<file path="src/rtl/sw_event_fsm.sv">
// Switch gesture classifier: short, long and double press from a debounced level.
// Emits one-cycle event pulses and drives the board LED from them.
module sw_event_fsm #(
    parameter int unsigned LONG_CYCLES       = 50_000_000,
    parameter int unsigned DOUBLE_GAP_CYCLES = 12_500_000,
    parameter int          CNT_W             = 26
) (
    input  logic clk_50,
    input  logic reset_n,
    input  logic sw_db_i,
    output logic short_press_o,
    output logic long_press_o,
    output logic double_press_o,
    output logic led_o
);

    typedef enum logic [2:0] {
        IDLE,
        PRESSED,
        LONG_HELD,
        GAP,
        SECOND
    } state_t;

    localparam logic [CNT_W-1:0] LONG_LAST = CNT_W'(LONG_CYCLES - 1);
    localparam logic [CNT_W-1:0] GAP_LAST  = CNT_W'(DOUBLE_GAP_CYCLES - 1);
    localparam logic [CNT_W-1:0] CNT_MAX   = '1;
    localparam logic [CNT_W-1:0] CNT_ONE   = CNT_W'(1);

    state_t           state, state_nx;
    logic [CNT_W-1:0] cnt, cnt_nx, cnt_inc;
    logic             sw_q;
    logic             rise, fall;
    logic             short_nx, long_nx, double_nx, led_nx;

    assign rise    = sw_db_i & ~sw_q;
    assign fall    = ~sw_db_i & sw_q;
    assign cnt_inc = (cnt == CNT_MAX) ? cnt : cnt + CNT_ONE;

    always_comb begin
        state_nx  = state;
        cnt_nx    = cnt;
        short_nx  = 1'b0;
        long_nx   = 1'b0;
        double_nx = 1'b0;
        led_nx    = led_o;
        unique case (state)
            IDLE: begin
                if (rise) begin
                    state_nx = PRESSED;
                    cnt_nx   = CNT_ONE;
                end
            end
            PRESSED: begin
                if (sw_db_i) begin
                    if (cnt >= LONG_LAST) begin
                        state_nx = LONG_HELD;
                        cnt_nx   = '0;
                        long_nx  = 1'b1;
                        led_nx   = 1'b0;
                    end else begin
                        cnt_nx = cnt_inc;
                    end
                end else begin
                    state_nx = GAP;
                    cnt_nx   = CNT_ONE;
                end
            end
            // sw_q is always 1 while here, so fall equals a low sample
            LONG_HELD: begin
                if (fall) begin
                    state_nx = IDLE;
                    cnt_nx   = '0;
                end
            end
            GAP: begin
                if (!sw_db_i) begin
                    if (cnt >= GAP_LAST) begin
                        state_nx = IDLE;
                        cnt_nx   = '0;
                        short_nx = 1'b1;
                        led_nx   = ~led_o;
                    end else begin
                        cnt_nx = cnt_inc;
                    end
                end else begin
                    state_nx = SECOND;
                    cnt_nx   = '0;
                end
            end
            SECOND: begin
                if (fall) begin
                    state_nx  = IDLE;
                    cnt_nx    = '0;
                    double_nx = 1'b1;
                    led_nx    = 1'b1;
                end
            end
            default: begin
                state_nx = IDLE;
                cnt_nx   = '0;
            end
        endcase
    end

    // sw_q resets high so a switch held through reset needs a fresh press
    always_ff @(posedge clk_50 or negedge reset_n) begin
        if (!reset_n) begin
            state          <= IDLE;
            cnt            <= '0;
            sw_q           <= 1'b1;
            short_press_o  <= 1'b0;
            long_press_o   <= 1'b0;
            double_press_o <= 1'b0;
            led_o          <= 1'b0;
        end else begin
            state          <= state_nx;
            cnt            <= cnt_nx;
            sw_q           <= sw_db_i;
            short_press_o  <= short_nx;
            long_press_o   <= long_nx;
            double_press_o <= double_nx;
            led_o          <= led_nx;
        end
    end

endmodule

</file>
<file path="config.mk">
export PLATFORM = sky130hd
export DESIGN_NAME = sw_event_fsm
export DESIGN_NICKNAME = d
export VERILOG_FILES = /design/src/rtl/sw_event_fsm.sv
export SDC_FILE = /design/constraint.sdc
export NUM_CORES = 1
export LEC_CHECK = 0
export CORE_ASPECT_RATIO = 1.2
export CORE_MARGIN = 2
export CORE_UTILIZATION = 52
export CTS_CLUSTER_SIZE = 30
export DETAILED_ROUTE_END_ITERATION = 10
export PLACE_DENSITY_LB_ADDON = 0.3
export RECOVER_POWER = 25
export SETUP_SLACK_MARGIN = 0.3
export SLEW_MARGIN = 20
export SYNTH_ARGS = -nofsm -noshare
export SYNTH_HDL_FRONTEND = slang
export SYNTH_SLANG_ARGS = --single-unit
</file>
<file path="constraint.sdc">
create_clock -name clk_50 -period 2 [get_ports clk_50]
set_input_delay 0.2 -clock clk_50 [delete_from_list [all_inputs] [get_ports clk_50]]
set_output_delay 0.2 -clock clk_50 [all_outputs]
set_load 0.05 [all_outputs]
</file>
After elaboration in Yosys (flattened, before gate mapping)
Index checks and enable logic that the tools add are counted.
- bits in registers: 34
- add/sub/neg operators: 1
- magnitude comparators: 2
- equal/unequal tests: 14
- muxes and demuxes: 29
- bitwise gates (word level): 5
- reduce and logical (&&, ||, !) cells: 6
- operators by type and width (cell ; count):
    $mux 26 ; 7
    $pmux 26 s4 ; 1
    $add 26x1->26 const B ; 1
    $eq 26x26->1 const B ; 1
    $ge 26x24->1 const B ; 1
    $ge 26x26->1 const B ; 1
    $mux 3 ; 6
    $mux 1 ; 13
    $ne 2x2->1 const B ; 6
    $pmux 3 s4 ; 1
    $eq 3x2->1 const B ; 2
    $ne 3x3->1 const B ; 2
    $reduce_and 6->1 ; 1
    $reduce_and 4->1 ; 1
    $eq 3x1->1 const B ; 1
    $eq 3x3->1 const B ; 1
    $logic_not 3->1 ; 1
    $not 1->1 ; 3
    $pmux 1 s3 ; 1
    $reduce_bool 3->1 ; 1
    $and 1x1->1 ; 2
    $ne 2x1->1 const B ; 1
    $reduce_and 2->1 ; 1
    $reduce_or 2->1 ; 1

Depth between registers and ports, before layout
- depth in word-level cells: 5
- gate-level depth with buffers: 9

Worst setup path before layout
OpenSTA, ideal clock, no wires.
- path kind: register to register
- from: register cnt[0]
- to: register cnt[16]
- library setup time: 0.126 ns
- data arrival time: 1.823 ns
- required time: 1.874 ns
- setup slack: 0.051 ns
- cell stages (with the launch flop): 8
- path buffers: 0
- cell sequence: dfrtp_1 > ha_1 > nand4_1 > nor3_2 > a21bo_2 > or2_0 > and3_1 > a221o_1
- longest elaborated chain between the ends: 5
- elaborated cells between the ends (all ways): 10
- those cells by class: 1 x add/sub; 2 x order compare; 1 x eq/ne; 6 x mux
- RTL lines (element ; RTL line ; source):
    start: declaration ; 31 ; logic [CNT_W-1:0] cnt, cnt_nx, cnt_inc;
    start signal: assignment ; 118 ; cnt <= cnt_nx;
    $add 26x1->26 or $eq 26x26->1 (tied branches) ; 38 ; assign cnt_inc = (cnt == CNT_MAX) ? cnt : cnt + CNT_ONE;
    $mux 26 ; 38 ;
    $mux 26 (on tied branches) ; 78, 56 ;
    $mux 26 (on tied branches) ; 77, 55 ;
    $pmux 26 s4 * ; 47 ; unique case (state)
Every way passes the cells marked *; elsewhere a longest branch is shown, timed or not.
A chain may end at the register's enable or synchronous reset.

Final worst setup path
Ends and elaborated chain as after synthesis.

==> flow_metrics.env <==
export IMPL_diodes=0
export IMPL_grt_pass1_wl_um=9670
export IMPL_wire_per_inst_um=18.1
export IMPL_grt_pass1_vias=1994
export IMPL_min_period_ps=2180
export IMPL_min_path_type="in -> async"
export IMPL_seq_area_frac_synth_pct=39.6
export IMPL_cts_buffer_depth=2
export IMPL_core_area_um2=3970
export IMPL_final_cell_mix="buf_4, dfrtp_1, nor2_1, nand2_1, and3_1"
export IMPL_antenna_found_initial=0
export IMPL_wl_um=6590
export IMPL_combPwrFrac_pct=47.7
export IMPL_syn_nets=246
export IMPL_rrSetupSlack_ps=-180
export IMPL_critPathMaxFanout=17
export IMPL_ys_types=58
export IMPL_viasPerCell=6.25
export IMPL_firstDrtPassIters=5
export IMPL_io_pins=7
export IMPL_nets=314
export IMPL_syn_avg_cell_area_um2=8.90
export IMPL_switching_share_pct=39.5
export IMPL_postPlaceCellArea_um2=2660
export IMPL_setup_tns_ps=-1970
export IMPL_power_leakage_nw=1.35
export IMPL_status="finished, violations left"
export IMPL_die_area_um2=4670
export IMPL_drc=0
export IMPL_die_w_um=62.7
export IMPL_violations="setup timing"
export IMPL_start_util_pct=54.2
export IMPL_hpwl_um=4050
export IMPL_layout_setup_ws_ps=-181
export IMPL_power_density_nw_per_um2=889
export IMPL_drv_cap=0
export IMPL_fill_cells=260
export IMPL_critPathArrivalTime_ps=2360
export IMPL_hold_buffers=0
export IMPL_drv_slew=0
export IMPL_cp_slowest_cell="dfrtp_1"
export IMPL_final_common_cell="buf_4"
export IMPL_dp_slack_ps=-244
export IMPL_drt_iter0_drc=259
export IMPL_final_util_pct=75.3
export IMPL_synth_area_um2=2150
export IMPL_endpoint_kind="register"
export IMPL_drive_above_1_share_pct=37.0
export IMPL_internal_power_mw=1.61
export IMPL_synthArstFlopShare_pct=100
export IMPL_p_switching_mw=1.05
export IMPL_grt_overflow=0
export IMPL_max_freq_ghz=0.458
export IMPL_hold_ws_ps=554
export IMPL_htree_levels=2
export IMPL_synth_cells=242
export IMPL_slowest_delay_ps=400
export IMPL_cts_tree="built"
export IMPL_hold_viol_final=0
export IMPL_path_cells="ha_4 -> nand4_1 -> nor2_1 -> o21ai_2 -> a32oi_2 -> a21oi_4 -> buf_12 -> and3_4 -> a221o_1"
export IMPL_tritoncts_num_buffers=5
export IMPL_period_share_pct=109
export IMPL_multi_input_area_um2=1380
export IMPL_fin_area_um2=2990
export IMPL_path_class="reg -> reg"
export IMPL_synth_top_area_share_pct=38.3
export IMPL_synthFlopType="dfrtp_1"
export IMPL_instances_no_fill=365
export IMPL_chipHeight_um=74.5
export IMPL_vias=2283
export IMPL_regArea_um2=855
export IMPL_pwr_share_seq_pct=32.5
export IMPL_slew_headroom_pct=43.4
export IMPL_setup_viol=21
export IMPL_row_count=25
export IMPL_yosys_warnings=0
export IMPL_p_clk_share_pct=19.8
export IMPL_clock_latency_ps=290
export IMPL_ant_nets=0
export IMPL_path_clk_slew_ps=70
export IMPL_area_growth_pct=38.9
export IMPL_fin_skew_ps=5.42
export IMPL_root_buffer="clkbuf_8"
export IMPL_cts_sinks=34
export IMPL_synth_edf_count=0
export IMPL_ir_drop_uv=507
export IMPL_synth_top_area_cell="dfrtp_1"
export IMPL_io_buffers=6
export IMPL_tightest_slew_ps=848
export IMPL_required_ps=2170
export IMPL_rsz0062_at_grt="true"
export IMPL_track_usage_pct=26.5
export IMPL_start_kind="register"
export IMPL_gp_congestion=0.885
export IMPL_grt_start_max_net_pins=35
export IMPL_dp_cells=344
export IMPL_finalPower_mw=2.66
export IMPL_ys_ff_latch=34
export IMPL_yosys_top_cells_area="dfrtp_1, nor2_1, nand2_1, and3_1, nand4_1"
## Yosys cell counts, types with 4 or more instances
library cell  instances
a21o_1                7
xor2_1                5
and2_1                4
nand4_1               9
o21ai_0              10
buf_2                 5
a21oi_1              10
nand3_1               7
nor2_1               32
o21ai_1               4
dfrtp_1              33
and3_1               14
a22o_1                5
nand2b_1              4
nor3_1                4
nand2_1              27
## worst max-delay path, delay by kind of cell, from the launching register on
family	cells	cell delay [ps]
compound gates	4	810
fa+ha+maj	1	170
buf+inv	1	170
flops	1	400
simple gates	3	500
## routing by layer
| metal | GRT usage, % | part of all wire [%] | vias up |
|---|---|---|---|
| li1 | - | - | 1025 |
| met4 | 7.90 | 4.1 | 0 |
| met5 | 0 | 0 | - |
| met1 | 31.4 | 39 | 1101 |
| met2 | 50.5 | 51 | 123 |
| met3 | 3.63 | 5.7 | 34 |
## final timing paths
check / cells past startpoint / startpoint / end
min: 2 / reset_n / led_o
max: 9 / cnt[0] / cnt[16]
min in group clk_50: 1 / led_o / led_o
max in group asynchronous: 2 / reset_n / cnt[19]
max reg2reg: 9 / cnt[0] / cnt[16]
min reg2reg: 1 / led_o / led_o
## state kept, by name, summed over array words and instances (netlist names)
signal          count
state               3
long_press_o        1
cnt                26
sw_q                1
led_o               1
short_press_o       1
double_press_o      1
## power by group through the flow
stage          Combinational, mW  Clock [mW]  Sequential [mW]
3_5_place_dp                1.12           0            0.862
5_1_grt                     1.35       0.569            0.879
3_3_place_gp                1.10           0            0.857
2_1_floorplan              0.690           0            0.866
4_1_cts                     1.18       0.537            0.852
6_report                    1.27       0.527            0.864
## cell families after synthesis
group                    after synthesis  synth area share [%]
adder cells (fa/ha/maj)                1                 0.581
flip-flops                            34                  39.6
AND/OR/NAND/NOR                      124                  30.9
buffers and inverters                 13                  3.31
AO/OA/AOI/OAI                         59                  21.0
XOR/XNOR                               8                  3.25
multiplexers                           3                  1.39
## area by class of cell
| class | count | share of cell area (%) |
|---|---|---|
| sequential | 34 | 28.6 |
| clock buffer | 7 | 2.89 |
| timing repair buffer | 72 | 19.9 |
| inverter | 2 | 0.251 |
| clock inverter | 1 | 0.167 |
| multi-input combinational | 195 | 46.0 |
| tap | 54 | 2.26 |
## timing repair
item                       CTS  global route
resized for setup           18            22
pin swaps                    4            12
setup buffers                4             9
setup endpoints to repair   31            30
Note: power is estimated with default switching activity, not from simulation.
